**config.mk**
```make
export PLATFORM = sky130hd
export DESIGN_NAME = acc_put_sequencer
export DESIGN_NICKNAME = d
export VERILOG_FILES = /design/src/rtl/acc_pkg.sv /design/src/rtl/ack_timer.sv /design/src/rtl/acc_put_sequencer.sv
export SDC_FILE = /design/constraint.sdc
export NUM_CORES = 1
export LEC_CHECK = 0
export ABC_CLOCK_PERIOD_IN_PS = 4600
export CORE_UTILIZATION = 49
export DETAILED_ROUTE_END_ITERATION = 10
export HOLD_SLACK_MARGIN = 0.1
export PLACE_DENSITY = 0.93
export SLEW_MARGIN = 20
export SYNTH_ARGS = -nofsm -noshare
export SYNTH_HDL_FRONTEND = slang
export SYNTH_SLANG_ARGS = --single-unit
```
**constraint.sdc**
```tcl
create_clock -name clk -period 4.6 [get_ports clk]
set_clock_uncertainty 0.05 [all_clocks]
set_input_delay 0.46 -clock clk [delete_from_list [all_inputs] [get_ports clk]]
set_output_delay 0.46 -clock clk [all_outputs]
set_load 0.01 [all_outputs]
```
**src/rtl/acc_pkg.sv**
```systemverilog
// Shared widths, limits and FSM state type for the accumulator put sequencer.
package acc_pkg;

  localparam int unsigned DATA_W        = 8;
  localparam int unsigned CTR_W_DEFAULT = 12;
  localparam int unsigned MAX_OPERANDS  = 3;

  typedef enum logic [0:0] {
    IDLE     = 1'b0,
    WAIT_ACK = 1'b1
  } state_e;

endpackage

```
**src/rtl/ack_timer.sv**
```systemverilog
// Wait timer for the echo handshake: flags the last cycle of a TIMEOUT-cycle wait window.
module ack_timer #(
  parameter int unsigned TIMEOUT = 16
) (
  input  logic clk,
  input  logic rst_n,
  input  logic clear_i,
  input  logic en_i,
  output logic expired_o
);

  localparam int unsigned CntW = $clog2(TIMEOUT + 1);
  localparam logic [CntW-1:0] LastCnt = CntW'(TIMEOUT - 1);

  logic [CntW-1:0] cnt_q, cnt_d;

  always_comb begin
    cnt_d = cnt_q;
    if (clear_i) begin
      cnt_d = '0;
    end else if (en_i && (cnt_q != LastCnt)) begin
      cnt_d = cnt_q + 1'b1;
    end
  end

  always_ff @(posedge clk or negedge rst_n) begin
    if (!rst_n) begin
      cnt_q <= '0;
    end else begin
      cnt_q <= cnt_d;
    end
  end

  // cnt_q counts completed wait cycles, so this is the TIMEOUT-th one.
  assign expired_o = en_i && (cnt_q == LastCnt);

endmodule

```
**src/rtl/acc_put_sequencer.sv**
```systemverilog
// Issues put/op commands to an accumulator, tags each with control_ctr and waits for the echo.
module acc_put_sequencer
  import acc_pkg::*;
#(
  parameter int unsigned TIMEOUT = 16,
  parameter int unsigned CTR_W   = CTR_W_DEFAULT
) (
  input  logic              clk,
  input  logic              rst_n,
  input  logic              cmd_valid,
  output logic              cmd_ready,
  input  logic              cmd_is_op,
  input  logic [DATA_W-1:0] cmd_value,
  output logic              putEn,
  output logic              opEn,
  output logic [DATA_W-1:0] value,
  output logic [CTR_W-1:0]  control_ctr,
  input  logic [CTR_W-1:0]  accumulator_ctr,
  output logic [1:0]        operand_count,
  output logic              done,
  output logic              overflow_err,
  output logic              timeout_err
);

  state_e            state_q, state_d;
  logic              ready_q, ready_d;
  logic              put_en_q, put_en_d;
  logic              op_en_q, op_en_d;
  logic [DATA_W-1:0] value_q, value_d;
  logic [CTR_W-1:0]  ctr_q, ctr_d;
  logic [1:0]        count_q, count_d;
  logic              done_q, done_d;
  logic              ovf_q, ovf_d;
  logic              to_q, to_d;

  logic timer_clear;
  logic timer_en;
  logic expired;
  logic ack;

  assign timer_en = (state_q == WAIT_ACK);
  assign ack      = (accumulator_ctr == ctr_q);

  ack_timer #(
    .TIMEOUT (TIMEOUT)
  ) u_ack_timer (
    .clk       (clk),
    .rst_n     (rst_n),
    .clear_i   (timer_clear),
    .en_i      (timer_en),
    .expired_o (expired)
  );

  always_comb begin
    state_d     = state_q;
    ready_d     = ready_q;
    put_en_d    = put_en_q;
    op_en_d     = op_en_q;
    value_d     = value_q;
    ctr_d       = ctr_q;
    count_d     = count_q;
    done_d      = 1'b0;
    ovf_d       = 1'b0;
    to_d        = 1'b0;
    timer_clear = 1'b0;

    case (state_q)
      IDLE: begin
        if (cmd_valid) begin
          if (!cmd_is_op && (count_q == 2'(MAX_OPERANDS))) begin
            ovf_d = 1'b1;
          end else begin
            state_d     = WAIT_ACK;
            ready_d     = 1'b0;
            put_en_d    = !cmd_is_op;
            op_en_d     = cmd_is_op;
            ctr_d       = ctr_q + 1'b1;
            timer_clear = 1'b1;
            if (!cmd_is_op) begin
              value_d = cmd_value;
            end
          end
        end
      end
      WAIT_ACK: begin
        // Ack is checked first so a match in the expiring cycle still completes.
        if (ack) begin
          state_d  = IDLE;
          ready_d  = 1'b1;
          put_en_d = 1'b0;
          op_en_d  = 1'b0;
          done_d   = 1'b1;
          count_d  = op_en_q ? 2'd0 : count_q + 2'd1;
        end else if (expired) begin
          state_d  = IDLE;
          ready_d  = 1'b1;
          put_en_d = 1'b0;
          op_en_d  = 1'b0;
          to_d     = 1'b1;
        end
      end
      default: begin
        state_d = IDLE;
        ready_d = 1'b1;
      end
    endcase
  end

  always_ff @(posedge clk or negedge rst_n) begin
    if (!rst_n) begin
      state_q  <= IDLE;
      ready_q  <= 1'b1;
      put_en_q <= 1'b0;
      op_en_q  <= 1'b0;
      value_q  <= '0;
      ctr_q    <= '0;
      count_q  <= '0;
      done_q   <= 1'b0;
      ovf_q    <= 1'b0;
      to_q     <= 1'b0;
    end else begin
      state_q  <= state_d;
      ready_q  <= ready_d;
      put_en_q <= put_en_d;
      op_en_q  <= op_en_d;
      value_q  <= value_d;
      ctr_q    <= ctr_d;
      count_q  <= count_d;
      done_q   <= done_d;
      ovf_q    <= ovf_d;
      to_q     <= to_d;
    end
  end

  assign cmd_ready     = ready_q;
  assign putEn         = put_en_q;
  assign opEn          = op_en_q;
  assign value         = value_q;
  assign control_ctr   = ctr_q;
  assign operand_count = count_q;
  assign done          = done_q;
  assign overflow_err  = ovf_q;
  assign timeout_err   = to_q;

endmodule

```
==> impl_metrics.yaml <==
outcome:
  status: "finished clean"
flow_run:
  maxCapViolations: 0
global_routing:
  grt.busiest_layer: "met2"
  grt_pass1_vias: 1352
  grt_start_max_net_pins: 35
  gr-usage-met1_pct: 27.6
  grt-ovfl-total: 0
  gr-usage-met2_pct: 41.8
  grtUsageTotal_pct: 24.9
  use_met3_pct: 5.19
  antenna_found_initial: 0
  grt_first_pass_wirelength_um: 6270
die:
  initial_core_util_pct: 52.9
  die-area_mm2: 0.00361
  num_io_pins: 52
  die_y_um: 60.1
  die_x_um: 60.1
  rows: 20
  core_area_mm2: 0.00313
clock_tree:
  clock_latency_ns: 0.36
  clk_path_buf_depth: 2
  cts-root-buf: "clkbuf_4"
  htreeDepth: 2
  clkTransAtPathRegs_ns: 0.10
  cts_buffers: 5
  cts.sinks: 34
  postCtsSetupRepairBufs: 0
  cts_tree: "built"
  cts-resized-gates: 0
  cts_hold_buf: 0
logic_synthesis:
  netlist_instances: 144
  syn_nets: 172
  ys.warnings.count: 0
  synth-seq-cells: 34
  synthAdderAreaFrac_pct: 3.02
  synth_cell_types: 32
  synth-xor-area-share_pct: 13.2
  netlist_area_mm2: 0.00166
  synthSimpleGateAreaFrac_pct: 20.0
  synthMuxAreaShare_pct: 6.80
  synth_top_family_by_area: "simple AND/OR/NAND/NOR gates"
  synth_seq_area_share_pct: 51.5
  syn_avg_cell_area_um2: 11.5
  synth_compound_area_share_pct: 3.85
setup_path:
  crit_path_frequent_cell: "ha_1"
  crit_family: "simple AND/OR/NAND/NOR gates"
  cp_num_buf_inv: 0
  crit_arrival_ns: 2.21
  critPathCaptureType: "flip-flop"
  r2r_slack_ns: 2.58
  critical_path.cell_chain: "ha_1, and3_1, ha_1, nor2b_1, nand4_1, xor2_1, nor2_1"
  worstRegToRegCells: 7
  critPathLaunchType: "flip-flop"
  worstSetupPathType: "reg -> reg"
  max_stage_delay_ns: 0.43
  cp-endpoint: "u_ack_timer.cnt_q[3]"
  crit_cells: 7
  crit_path_max_fanout: 5
  crit_path_start: "u_ack_timer.cnt_q[0]"
  critPathSlowestCell: "dfrtp_1"
  r2r-start: "u_ack_timer.cnt_q[0]"
  required_ns: 4.79
  rr_endpoint: "u_ack_timer.cnt_q[3]"
power:
  pwr-share-comb_pct: 36.7
  peakVddDrop_v: 0.000236
  switching_share_pct: 34.7
  internal-power_mw: 0.676
  p_total_mw: 1.04
  pwr-share-seq_pct: 46.4
  pwr-share-clk_pct: 16.9
  p_leak_nw: 1.01
  p_per_area_mw_per_mm2: 456
  p_sw_mw: 0.360
place:
  port_buffers: 51
  gp_congestion: 0.776
  dpl.hpwl_um: 2990
  placed_cell_area_mm2: 0.00221
timing:
  max_freq_ghz: 0.495
  rsz0062_at_grt: "false"
  setup_tns_ns: 0
  period_needed_ns: 2.02
  hold_ws_ns: 0.454
  setup_viol_count_final: 0
  relSlewSlack_pct: 71.4
  drv_slew: 0
  finalHoldViolations: 0
  worst_pin_slew_ns: 0.429
  fin_crit_sh_pct: 43.9
layout:
  postLayoutCellArea_mm2: 0.00227
  fin_nets: 229
  multi_input_area_um2: 777
  syn_to_final_growth_pct: 37.3
  seq_area_um2: 852
  n_fill_cell: 199
  n_antenna_cell: 0
  final_common_cell: "clkdlybuf4s50_1"
  layout-drive-gt1-share_pct: 12.9
  final_cell_mix: "clkdlybuf4s50_1, dfrtp_1, xor2_1"
  post-route-util_pct: 72.7
drt:
  vias: 1332
  vias_per_cell: 5.41
  drcViolationCount: 0
  firstDrtPassIters: 4
  wl_um: 4020
  ant_nets: 0
  drt_iter0_drc: 46
  wl_per_cell_um: 16.3
worst_hold_path:
  hold_class: "in -> async"
-- worst min path at each step --
stage | startpoint | end | slack [ns] | cells after the start
after CTS | rst_n | operand_count[1] | 0.46 | 2
after floorplan | rst_n | control_ctr[0] | 0.11 | 0
final | rst_n | operand_count[1] | 0.45 | 2
after global routing | rst_n | u_ack_timer.cnt_q[3] | 0.49 | 2
after global placement | value[6] | value[6] | 0.44 | 1
after detailed placement | value[4] | value[4] | 0.45 | 1
-- registers in the layout, summed over array words and instances (netlist names), 2 cells and up --
signal             count
value                  8
u_ack_timer.cnt_q      5
operand_count          2
control_ctr           12
-- metal layers --
layer,up-vias,share of wire [%]
met3,12,6.1
li1,610,-
met1,650,40
met2,60,50
met5,-,0
met4,0,3.8
-- cells by family after synthesis --
family,after synthesis
muxes,10
AOI/OAI and AO/OA,11
and+or+nand+nor,55
xor gates and xnor gates,25
adders and majority gates,4
buffers and inverters,5
DFF,34
-- worst register-to-register path, cell delays in order (launching register included) --
cell	delay, ns
dfrtp_1	0.43
ha_1	0.22
and3_1	0.18
ha_1	0.21
nor2b_1	0.36
nand4_1	0.20
xor2_1	0.20
nor2_1	0.06
-- layout make-up --
cell class              count  share of cell area (%)
inverters                   3                   0.495
repair buffers             52                    22.8
flip-flops and latches     34                    37.5
clock buffers               7                    2.42
well taps                  44                    2.42
clock inverters             1                   0.220
multi-input cells         105                    34.2
-- cells in the mapped netlist --
cell	n	area share [%]
a21boi_0	1	0.45
and3_1	2	0.76
nor2b_1	5	1.9
ha_1	4	3.0
and2_1	3	1.1
o22ai_1	1	0.38
dfrtp_1	33	50
dfstp_2	1	1.6
mux2_1	2	1.4
inv_1	3	0.68
nand4_1	3	1.1
nor2b_4	1	0.83
xnor2_1	5	2.6
nand4_4	1	1.3
nor4_2	3	2.3
nor3_1	2	0.60
nor2_2	1	0.38
nand3_1	6	1.8
a21oi_1	2	0.60
or2b_2	1	0.53
o21ai_0	6	1.8
o32a_1	1	0.60
nand2b_1	1	0.38
clkbuf_1	1	0.23
nor2_1	6	1.4
nand2_1	15	3.4
and3_2	1	0.45
nor4_1	3	1.1
buf_6	1	0.68
nand2_4	1	0.68
mux2_2	8	5.4
xor2_1	20	11
-- per-stage QoR --
step                worst slack, ns  cells
finish                         2.58    246
global route                   2.45    246
CTS                            2.61    246
detailed placement             2.33    238
global placement               2.43    238
floorplan                      2.86    144
-- power groups by stage --
stage / logic (mW) / registers (mW) / clock network, mW
floorplan: 0.169 / 0.485 / 0
global placement: 0.356 / 0.471 / 0
detailed placement: 0.378 / 0.481 / 0
CTS: 0.383 / 0.476 / 0.178
global route: 0.419 / 0.485 / 0.189
finish: 0.380 / 0.481 / 0.175
Note: power is estimated with default switching activity, not from simulation.
